## src/rtl/if_prefetch_pkg.sv

```systemverilog
// Shared constants and types for the instruction-fetch prefetch unit.
package if_prefetch_pkg;
   localparam int          IFP_XLEN     = 32;
   localparam int unsigned IFP_PC_INC   = 4;
   localparam logic [63:0] IFP_RESET_PC = '0;
   localparam logic [63:0] IFP_BUBBLE   = '1;

   typedef struct packed {
      logic [IFP_XLEN-1:0] inst;
      logic [IFP_XLEN-1:0] pc;
   } fetch_entry_t;

   typedef enum logic {ST_RUN, ST_DRAIN} fetch_state_t;
endpackage

```

## src/rtl/if_prefetch_fetch_fifo.sv

```systemverilog
// Small circular FIFO with synchronous flush; used for fetched words and for the issued-address tags.
module fetch_fifo #(
   parameter  int W     = 32,
   parameter  int DEPTH = 4,
   localparam int AW    = $clog2(DEPTH)
) (
   input  logic         clk,
   input  logic         rst,
   input  logic         push,
   input  logic [W-1:0] push_data,
   input  logic         pop,
   input  logic         flush,
   output logic [W-1:0] head,
   output logic [AW:0]  count
);
   logic [W-1:0]  mem [DEPTH];
   logic [AW-1:0] rd_ptr, wr_ptr;
   logic          wr_en, rd_en;

   // Guard against over/underflow even if a caller breaks the protocol.
   assign wr_en = push && (count != (AW+1)'(DEPTH));
   assign rd_en = pop && (count != '0);
   assign head  = mem[rd_ptr];

   always_ff @(posedge clk or posedge rst) begin
      if (rst) begin
         rd_ptr <= '0;
         wr_ptr <= '0;
         count  <= '0;
      end else if (flush) begin
         rd_ptr <= '0;
         wr_ptr <= '0;
         count  <= '0;
      end else begin
         if (wr_en) wr_ptr <= wr_ptr + 1'b1;
         if (rd_en) rd_ptr <= rd_ptr + 1'b1;
         if (wr_en && !rd_en)      count <= count + 1'b1;
         else if (rd_en && !wr_en) count <= count - 1'b1;
      end
   end

   always_ff @(posedge clk) begin
      if (wr_en && !flush) mem[wr_ptr] <= push_data;
   end
endmodule

```

## src/rtl/if_prefetch.sv

```systemverilog
// Instruction prefetcher: credit-limited requests, in-order responses buffered for decode,
// redirect flushes the buffer and drops responses still owed for the old stream.
module if_prefetch
   import if_prefetch_pkg::*;
#(
   parameter  int              XLEN     = IFP_XLEN,
   parameter  int              DEPTH    = 4,
   parameter  logic [XLEN-1:0] RESET_PC = XLEN'(IFP_RESET_PC),
   parameter  logic [XLEN-1:0] BUBBLE   = XLEN'(IFP_BUBBLE),
   localparam int              CW       = $clog2(DEPTH) + 1
) (
   input  logic            clk,
   input  logic            rst,
   input  logic            redirect_valid,
   input  logic [XLEN-1:0] redirect_pc,
   output logic            imem_req_valid,
   input  logic            imem_req_ready,
   output logic [XLEN-1:0] imem_req_addr,
   input  logic            imem_rsp_valid,
   input  logic [XLEN-1:0] imem_rsp_data,
   output logic            id_valid,
   input  logic            id_ready,
   output logic [XLEN-1:0] id_inst,
   output logic [XLEN-1:0] id_pc,
   output logic [XLEN-1:0] id_npc,
   output logic [XLEN-1:0] id_prev_inst,
   output logic [CW-1:0]   occupancy
);
   fetch_state_t      state, state_nxt;
   logic [XLEN-1:0]   fetch_pc, tag_pc;
   logic [CW-1:0]     inflight, inflight_nxt, discard, discard_nxt, tag_count;
   logic [CW:0]       credits;
   logic [2*XLEN-1:0] head;
   logic              started, req_fire, rsp_cnt, rsp_keep, data_push, data_pop;

   // started holds off the first request until one edge after reset release.
   assign credits        = {1'b0, occupancy} + {1'b0, inflight};
   assign imem_req_valid = started && !redirect_valid && (credits < (CW+1)'(DEPTH));
   assign imem_req_addr  = fetch_pc;
   assign req_fire       = imem_req_valid && imem_req_ready;
   assign rsp_cnt        = imem_rsp_valid && (inflight != '0);
   assign inflight_nxt   = inflight + CW'(req_fire) - CW'(rsp_cnt);

   assign rsp_keep  = rsp_cnt && !redirect_valid && (state == ST_RUN) && (tag_count != '0);
   assign data_push = rsp_keep && (occupancy != CW'(DEPTH));
   assign data_pop  = id_valid && id_ready && !redirect_valid;

   assign id_valid = (occupancy != '0);
   assign id_inst  = id_valid ? head[2*XLEN-1:XLEN] : BUBBLE;
   assign id_pc    = id_valid ? head[XLEN-1:0] : RESET_PC;
   assign id_npc   = id_pc + XLEN'(IFP_PC_INC);

   // Redirect reloads discard with whatever is still owed after this cycle.
   always_comb begin
      state_nxt   = state;
      discard_nxt = discard;
      if (redirect_valid) begin
         discard_nxt = inflight_nxt;
         state_nxt   = (inflight_nxt != '0) ? ST_DRAIN : ST_RUN;
      end else if (state == ST_DRAIN && rsp_cnt) begin
         discard_nxt = discard - 1'b1;
         if (discard == CW'(1)) state_nxt = ST_RUN;
      end
   end

   always_ff @(posedge clk or posedge rst) begin
      if (rst) begin
         state        <= ST_RUN;
         discard      <= '0;
         inflight     <= '0;
         fetch_pc     <= RESET_PC;
         started      <= 1'b0;
         id_prev_inst <= BUBBLE;
      end else begin
         state    <= state_nxt;
         discard  <= discard_nxt;
         inflight <= inflight_nxt;
         started  <= 1'b1;
         if (redirect_valid) fetch_pc <= redirect_pc;
         else if (req_fire)  fetch_pc <= fetch_pc + XLEN'(IFP_PC_INC);
         if (data_pop) id_prev_inst <= id_inst;
      end
   end

   // Tags are flushed on redirect; dropped responses never consult them.
   fetch_fifo #(.W(XLEN), .DEPTH(DEPTH)) u_tag (
      .clk       (clk),
      .rst       (rst),
      .push      (req_fire),
      .push_data (fetch_pc),
      .pop       (rsp_keep),
      .flush     (redirect_valid),
      .head      (tag_pc),
      .count     (tag_count)
   );

   fetch_fifo #(.W(2*XLEN), .DEPTH(DEPTH)) u_data (
      .clk       (clk),
      .rst       (rst),
      .push      (data_push),
      .push_data ({imem_rsp_data, tag_pc}),
      .pop       (data_pop),
      .flush     (redirect_valid),
      .head      (head),
      .count     (occupancy)
   );
endmodule

```

## config.mk

```make
export PLATFORM = sky130hd
export DESIGN_NAME = if_prefetch
export DESIGN_NICKNAME = d
export VERILOG_FILES = /design/src/rtl/if_prefetch_pkg.sv /design/src/rtl/if_prefetch_fetch_fifo.sv /design/src/rtl/if_prefetch.sv
export SDC_FILE = /design/constraint.sdc
export NUM_CORES = 1
export LEC_CHECK = 0
export CORE_MARGIN = 5
export CORE_UTILIZATION = 40
export DETAILED_ROUTE_END_ITERATION = 16
export MAX_ROUTING_LAYER = met4
export PLACE_DENSITY = 0.72
export RECOVER_POWER = 50
export SLEW_MARGIN = 30
export SYNTH_ARGS = -nofsm -noshare
export SYNTH_HDL_FRONTEND = slang
export SYNTH_SLANG_ARGS = --single-unit
```

## constraint.sdc

```tcl
create_clock -name clk -period 3.3 [get_ports clk]
set_clock_uncertainty 0.1 [all_clocks]
set_input_delay 0.66 -clock clk [delete_from_list [all_inputs] [get_ports clk]]
set_output_delay 0.66 -clock clk [all_outputs]
set_load 0.01 [all_outputs]
```

# After elaboration in Yosys (flattened, before gate mapping)
# Memories as Yosys holds them, arrays and structs flattened.
# Index checks and enable logic that the tools add are counted.
# word_totals
ff_bits	86
latchBits	0
mem_bits_rw	384
mem_bits_ro	0
input_bits	70
output_inout_bits	165
memories	2
# op_classes
add_sub_neg	14
n_mul	0
n_div	0
n_lt_le_gt_ge	1
eq_ne	3
shift	0
muxes	28
bitwise	1
reduce_logical	40
# mem_list
name	depth	word_bits	read_ports	rd_ports_with_merged_regs	wr	line_no	text
u_data.mem	4	64	1	0	1	if_prefetch_fetch_fifo.sv:16	logic [W-1:0] mem [DEPTH];
u_tag.mem	4	32	1	0	1	if_prefetch_fetch_fifo.sv:16	
# ops
op	n
$mux 32	4
$add 32x3->32 const B	2
$mux 3	8
$logic_and 1x1->1	21
$reduce_bool 3->1	6
$mux 2	8
$reduce_bool 2->1	7
$sub 3x1->3 const B	3
$add 2x1->2 const B	4
$mux 1	8
$add 3x1->3 const B	2
$ne 3x3->1 const B	2
$logic_not 1->1	5
$add 3x3->4	1
$lt 4x3->1 const B	1
$add 3x1->3	1
$eq 3x1->1 const B	1
$sub 3x1->3	1
$reduce_and 2->1	1
$not 1->1	1

# Depth between registers and ports, before layout
# Gate-level depths: netlist (run 1).
# depth
depth_word	12
ltp_mapped	16

# Cells and area by module
# Synthesis (run 1) repeated with hierarchy kept, for this count alone.
# unflattened
hier_cells	1184
hier_area_um2	19527.5
# modules_own_cells
mod	instances	cells_each	area_each_um2	seq_area_each_um2
fetch_fifo at u_data	1	381	9705.6	7862.5
fetch_fifo at u_tag	1	215	5103.6	4018.9
if_prefetch	1	588	4718.3	1841.8

# Worst setup path before layout (run 1)
# No wires, ideal clock.
# synth_timing
kind	input to register
startpoint	input redirect_valid
endpoint	memory u_data.mem[1][0] (netlist name) (enable)
arrival_time_ps	3216
t_required_ps	2771
path_slack_ps	-445
cell_stages	4
cell_sequence	buf_2 -> or4_4 -> a31oi_4 -> and2_1
# synth_via
elab_chain_cells	9
# synth_lines
item	line_no	text
start, declared	if_prefetch.sv:14	input logic redirect_valid,
$logic_not 1->1 (*)	if_prefetch_fetch_fifo.sv:43, if_prefetch.sv:44	
$logic_and 1x1->1 (3 in a row)	if_prefetch.sv:44	assign rsp_keep = rsp_cnt && !redirect_valid && (state == ST_RUN) && (tag_count != '0);
$logic_and 1x1->1	if_prefetch.sv:45	assign data_push = rsp_keep && (occupancy != CW'(DEPTH));
$logic_and 1x1->1	if_prefetch_fetch_fifo.sv:21	assign wr_en = push && (count != (AW+1)'(DEPTH));
$logic_and 1x1->1 (*)	if_prefetch_fetch_fifo.sv:43	if (wr_en && !flush) mem[wr_ptr] <= push_data;
$mux 1 (*)	if_prefetch_fetch_fifo.sv:43	
$mux 1 (not written as such) (*)	if_prefetch_fetch_fifo.sv:43	
end, declared	if_prefetch_fetch_fifo.sv:16	
# Every way passes the cells marked *; elsewhere a longest branch is shown, timed or not.

# Worst setup path in the final report (run 1)
# layout_timing
startpoint	register u_data.rd_ptr[0]
endpoint	output id_npc[30]
# layout_via
elab_chain_cells	3
# layout_lines
item	line_no	text
start, declared	if_prefetch_fetch_fifo.sv:17	logic [AW-1:0] rd_ptr, wr_ptr;
start signal, assigned	if_prefetch_fetch_fifo.sv:36	if (rd_en) rd_ptr <= rd_ptr + 1'b1;
$mem_v2 4x64	n/a	
$mux 32	if_prefetch.sv:50	assign id_pc = id_valid ? head[XLEN-1:0] : RESET_PC;
$add 32x3->32	if_prefetch.sv:51	assign id_npc = id_pc + XLEN'(IFP_PC_INC);
end, declared	if_prefetch.sv:25	output logic [XLEN-1:0] id_npc,
# No other way between the ends.

==> flow_metrics.py, run 1 <==
metrics = {
    "power": {
        "ir_drop_mv": 0.404,
        "p_per_area_nw_per_um2": 766,
        "power.share.combinational_pct": 35.7,
        "power_leakage_nw": 9.05,
        "intPower_mw": 13.9,
        "p_seq_share_pct": 37.7,
        "power.switching_fraction_pct": 29.2,
        "clock_power_share_pct": 26.6,
        "power.net_switching_mw": 5.76,
        "design_power_total_mw": 19.7,
    },
    "cells_and_area": {
        "layout.core_utilization_pct": 52.9,
        "layout.nets": 1597,
        "n_fill_cell": 3788,
        "finish.instance_area_um2": 25700,
        "flow.area_growth_from_synthesis_pct": 31.6,
        "post_route_cells_drive_above_1_share_pct": 36.5,
    },
    "global_routing": {
        "maximum_number_of_pins_on_one_net_before_global_route_repair": 55,
        "grt_pass1_vias": 12000,
        "antenna_found_initial": 4,
        "grt_first_pass_wirelength_um": 70300,
        "grt.overflow.total": 0,
        "grt_use_total_pct": 17.5,
    },
    "timing": {
        "final-hold-violation-count": 0,
        "final.min_clock_period_ps": 3810,
        "timing_max_transition_violations_final": 34,
        "grt_setup_unrepaired": "true",
        "worst_pin_slew_ps": 1720,
        "timing.slew.headroom_pct": -15.5,
        "achievable-frequency_mhz": 262,
        "report.final.setup_viol": 62,
        "final_critical_path_setup_slack_ps": -514,
        "period_utilisation_layout_pct": 116,
    },
    "route": {
        "post_drt_via_cell_ratio": 5.32,
        "vias": 11580,
        "wire_per_inst_um": 21.5,
        "drtAntennaViolNets": 0,
        "routed_wl_um": 46800,
        "drt_pre_antenna_iters": 5,
        "route.detailed.drc": 0,
        "drt_iter0_drc": 852,
    },
    "floorplanning": {
        "die_w_um": 231,
        "num_rows": 81,
        "start_util_pct": 40.2,
        "ios": 235,
        "design.die.area_um2": 53400,
        "floorplan.die.height_um": 231,
        "core_um2": 48600,
    },
    "placement": {
        "gp_congestion": 0.855,
        "placement.cell_area_um2": 23400,
        "numPortBuffers": 234,
        "detailed_place_hpwl_um": 31100,
    },
    "cts": {
        "numCtsBuffers": 49,
        "insertion_delay_ps": 580,
        "htree_num_levels": 2,
        "cts.path.max_buffers": 3,
        "cts.hold.buffers_added": 0,
        "clk_pin_slew_ps": 60,
        "cts_tree": "yes",
        "cts.root.buffer_cell": "clkbuf_16",
        "clock_sink_count": 470,
    },
    "logic_synthesis": {
        "ys_seq_area_share_pct": 70.2,
        "synth_nets": 1214,
        "synth_cell_types": 59,
        "asyncSetResetFlopFracSynth_pct": 18.3,
        "ys_dominant_reg_cell": "edfxtp_1",
        "synthCells": 1125,
        "synth-edff-count": 384,
        "yosys.area.top_type_share_pct": 59.0,
        "postSynthRegisterBits": 470,
        "synth_top_cell_by_area": "edfxtp_1",
        "synth_area_leaders": "edfxtp_1 59%, mux4_2 10%, dfrtp_1 6.9%, dfstp_2 4.3%, mux2_2 2.1%",
        "post_synth_instance_area_um2": 19500,
        "synth-warning-count": 0,
        "syn_avg_cell_area_um2": 17.4,
    },
    "worst_setup_path": {
        "cp-end-kind": "output port",
        "crit_required_ps": 2540,
        "critical_path.startpoint_type": "flip-flop",
        "worst_ep_arrival_time_ps": 3050,
        "crit_type": "flip-flop to output port",
        "worstPathMaxFanout": 7,
    },
    "hold_path": {
        "min-delay-path-class": "flip-flop to flip-flop",
    },
    "job": {
        "cap_viol_max_count": 1,
    },
    "status": {
        "status": "finished, violations left",
        "failing_checks": "max-capacitance violations, max-slew violations, negative setup slack",
    },
}
-- sequential cells by signal, indices dropped and copies added (netlist names) --
name and flops:
discard 3, id_prev_inst 32, imem_req_addr 32, inflight 3, started 1, state 1
u_data.count 3, u_data.mem 256, u_data.rd_ptr 2, u_data.wr_ptr 2, u_tag.count 3, u_tag.mem 128
u_tag.rd_ptr 2, u_tag.wr_ptr 2
-- layout make-up --
type	count	area [um^2]	area share, %
Timing Repair Buffer	386	3740	14.5
Clock inverter	18	105	0.408
Clock buffer	73	1450	5.63
Multi-Input combinational cell	569	5790	22.5
Tap cell	622	778	3.02
Antenna cell	6	15.0	0.0583
Sequential cell	470	13700	53.4
Inverter	32	121	0.472
-- per-stage QoR --
step	hold WS [ps]	std cells	TNS [ps]	setup slack [ps]
3_3_place_gp	426	2029	-2490	-218
2_1_floorplan	403	1125	0	3.51
5_1_grt	519	2173	-20060	-629
3_5_place_dp	451	2029	-3630	-249
6_report	452	2176	-14220	-514
4_1_cts	434	2133	-19220	-493
-- worst max-delay path, cell delays in order, from the launching register on --
cell     delay [ps]
dfrtp_4         540
buf_12          170
buf_12          130
mux4_2          350
nand4_1         150
nor4_4          290
and4_4          310
buf_6           110
nand4_1         120
xnor2_2         160
buf_2           140
-- cells in the final DEF (no fill, tap or decap), types with 19 or more instances in the layout --
master,instances
and2_1,25
buf_12,23
buf_2,30
buf_4,89
buf_6,58
clkbuf_1,21
clkbuf_16,52
clkdlybuf4s50_1,108
dfrtp_1,51
dfstp_2,32
dlygate4sd3_1,33
edfxtp_1,384
inv_1,28
mux2_2,36
mux4_2,97
nand2_1,65
nand3_1,29
nor2_1,34
o21ai_0,28
or2_4,26
xor2_1,19
-- power groups by stage --
stage / Sequential (mW) / Clock (mW) / Combinational, mW
after global placement: 7.50 / 0 / 6.36
after detailed placement: 7.54 / 0 / 6.45
after global routing: 7.49 / 5.65 / 7.52
after CTS: 7.43 / 5.38 / 6.47
final: 7.42 / 5.24 / 7.04
after floorplan: 7.57 / 0 / 2.97
-- per-layer routing --
metal,wire length (um),global-route usage (%)
met1,19600,23.6
met2,23300,27.9
met3,3220,3.49
met4,728,3.97
met5,0,-
-- logic make-up after synthesis --
family | count (synthesis) | share of synthesized area, %
flops | 470 | 70.2
simple gates | 281 | 7.69
mux | 141 | 13.9
buf+inv | 86 | 2.04
compound gates | 81 | 2.79
xor+xnor | 46 | 2.06
fa+ha+maj | 19 | 1.33
other cells | 1 | 0.0192
-- final timing paths --
kind	start	end	slack, ps	cells past startpoint
worst max register to register	u_data.count[2]	state	130	14
worst min-delay path	u_tag.rd_ptr[1]	u_tag.rd_ptr[1]	450	2
max in group asynchronous	rst	u_data.count[2]	650	3
min in group asynchronous	rst	id_prev_inst[8]	1390	2
worst min register to register	u_tag.rd_ptr[1]	u_tag.rd_ptr[1]	450	2
worst max-delay path	u_data.rd_ptr[0]	id_npc[30]	-510	10
-- Yosys cell counts, types with 5 or more instances --
master	n
buf_2	17
o21ai_0	28
ha_1	16
nand3b_1	5
mux4_2	91
and3_1	11
nand2_1	69
mux2i_1	7
o311ai_0	12
xnor2_1	26
edfxtp_1	384
or2_2	33
and2_1	41
dfstp_2	32
nor3_1	8
nor2_1	46
a21oi_1	12
nand3_1	33
clkbuf_1	26
mux2_2	36
mux4_1	7
a221o_1	5
xor2_1	20
nand4_1	8
dfrtp_1	54
inv_1	31
nor4_1	6
-- what timing repair did --
item,CTS,global route
resized for setup,231,251
endpoints found under the setup margin,91,75
gates cloned,1,1
pin swaps,22,35
endpoints found under the hold margin,0,0
buffers inserted,12,37
No activity file was read; power rests on OpenSTA's default activity.
==> inputs of run 2 (changes only) <==
CORE_ASPECT_RATIO = 0.6   (was not set)
GPL_TIMING_DRIVEN = 0   (was not set)
REMOVE_ABC_BUFFERS = 1   (was not set)
==> flow_metrics.py, run 2 (synthesized netlist as in run 1, its figures left out) <==
metrics = {
    "cts": {
        "insertion_delay_ps": 560,
        "numCtsBuffers": 42,
        "clk_pin_slew_ps": 70,
        "cts_tree": "yes",
        "htree_num_levels": 2,
        "clock_sink_count": 470,
        "cts.path.max_buffers": 3,
        "cts.root.buffer_cell": "clkbuf_16",
        "cts.hold.buffers_added": 0,
    },
    "global_routing": {
        "grt_pass1_vias": 11306,
        "maximum_number_of_pins_on_one_net_before_global_route_repair": 63,
        "grt_first_pass_wirelength_um": 68600,
        "grt.overflow.total": 0,
        "grt_use_total_pct": 17.0,
        "antenna_found_initial": 0,
    },
    "cells_and_area": {
        "most-common-layout-cells": "384 x edfxtp_1, 155 x clkdlybuf4s50_1, 97 x mux4_2",
        "antenna_cells_inserted": 0,
        "leading_cell_type_in_the_layout_fill_and_taps_excluded": "edfxtp_1",
        "layout_top_registers": "u_data.mem (256), u_tag.mem (128)",
        "post_route_cells_drive_above_1_share_pct": 29.0,
        "largest_register_ff_count": 256,
        "layout.nets": 1493,
        "layout.core_utilization_pct": 51.6,
        "flow.area_growth_from_synthesis_pct": 26.9,
        "register_ranked_first_by_flip_flop_count": "u_data.mem",
    },
    "route": {
        "drt_iter0_drc": 875,
        "vias": 11027,
        "routed_wl_um": 44700,
        "route.detailed.drc": 0,
        "post_drt_via_cell_ratio": 5.31,
        "drt_pre_antenna_iters": 5,
        "wire_per_inst_um": 21.5,
        "drtAntennaViolNets": 0,
    },
    "job": {
        "cap_viol_max_count": 1,
    },
    "timing": {
        "worst_pin_slew_ps": 1610,
        "final_critical_path_setup_slack_ps": -459,
        "achievable-frequency_mhz": 266,
        "final-hold-violation-count": 0,
        "report.final.setup_viol": 69,
        "timing_max_transition_violations_final": 34,
        "final.min_clock_period_ps": 3760,
        "timing.slew.headroom_pct": -7.77,
        "period_utilisation_layout_pct": 114,
        "grt_setup_unrepaired": "true",
    },
    "hold_path": {
        "min-delay-path-class": "flip-flop to flip-flop",
        "worstHoldPathCells": 0,
    },
    "worst_setup_path": {
        "crit_required_ps": 2540,
        "worst_ep_arrival_time_ps": 3000,
        "crit_type": "flip-flop to output port",
        "worstPathMaxFanout": 7,
        "critical_path.startpoint_type": "flip-flop",
        "cp-end-kind": "output port",
        "ff2ff_path_depth": 14,
    },
    "power": {
        "design_power_total_mw": 18.7,
        "p_per_area_nw_per_um2": 754,
        "ir_drop_mv": 0.396,
        "power_leakage_nw": 8.40,
    },
    "placement": {
        "gp_congestion": 0.791,
        "numPortBuffers": 234,
        "detailed_place_hpwl_um": 30100,
    },
    "floorplanning": {
        "design.die.area_um2": 53500,
        "start_util_pct": 40.6,
        "core_um2": 48100,
        "ios": 235,
        "floorplan.die.height_um": 181,
        "die_w_um": 295,
        "num_rows": 62,
    },
    "status": {
        "failing_checks": "max-capacitance violations, max-slew violations, negative setup slack",
        "status": "finished, violations left",
    },
}
[run 2: changes by cell type in the layout (fill, tap and decap cells not counted), moves of 10 or more]
cell | previous run | this run
or2_2 | 8 | 33
clkbuf_1 | 21 | 5
clkdlybuf4s50_1 | 108 | 155
buf_16 | 2 | 12
buf_6 | 58 | 7
buf_2 | 30 | 18
buf_4 | 89 | 30
or2_4 | 26 | 1
buf_12 | 23 | 6
[run 2: metal layers]
metal	wire length (um)	GRT usage (%)	up-vias
met2	21200	26.4	350
met4	877	3.39	0
li1	-	-	4934
met5	0	-	-
met3	2540	2.83	70
met1	20100	24.1	5673
[run 2: where the power goes]
part           total (mW)  switching (mW)  internal (mW)
clock network        5.16            2.19           2.97
logic                6.12            2.91           3.21
registers            7.42           0.375           7.04
total                18.7            5.48           13.2
[run 2: per-stage QoR]
step           area [um^2]  setup slack (ps)  TNS (ps)  hold slack (ps)  instances
2_1_floorplan        19300             -2140   -314510              403       1071
4_1_cts              24700              -468    -21810              433       2067
5_1_grt              24800              -556    -26430              481       2078
3_3_place_gp         22400             -6910  -2380930              426       1945
6_report             24800              -459    -17800              436       2078
3_5_place_dp         22900             -1690   -265260              424       1965
[run 2: repair_timing]
action | 4_1_cts | 5_1_grt
resized for setup | 169 | 39
gates cloned | 2 | 1
setup buffers | 22 | 10
pin swaps | 22 | 10
endpoints found under the setup margin | 257 | 84
[run 2: path summary, 6_finish.rpt]
path                                       start                to  slack (ps)
min in group asynchronous                    rst  id_prev_inst[12]        1340
worst max register to register   u_data.count[2]             state         170
worst min-delay path            imem_req_addr[1]   u_tag.mem[1][1]         440
worst max-delay path            u_data.rd_ptr[0]        id_npc[24]        -460
max in group asynchronous                    rst  u_data.rd_ptr[0]         690
worst min register to register  imem_req_addr[1]   u_tag.mem[1][1]         440
[run 2: critical path, stage by stage (launching register included)]
cell and delay (ps):
dfrtp_4 520, buf_12 150, buf_16 140, mux4_2 350, nand4_1 220, buf_4 220
nor4_2 140, and4_4 320, buf_4 130, xnor2_2 100, buf_2 160
[run 2: area by class of cell]
type                    instances  area, um^2
clock buffers                  52        1140
clock inverters                26         337
fillers                      3858       23300
inverters                      32         135
multi-input cells             569        5670
flip-flops and latches        470       13700
well taps                     640         801
repair buffers                288        2990
repair inverters                1        5.00
==> inputs of run 3 (changes only) <==
HOLD_SLACK_MARGIN = 0.06   (was not set)
==> results of run 3 <==
Same layout as run 2: the final DEF is identical, and so are final timing and power.
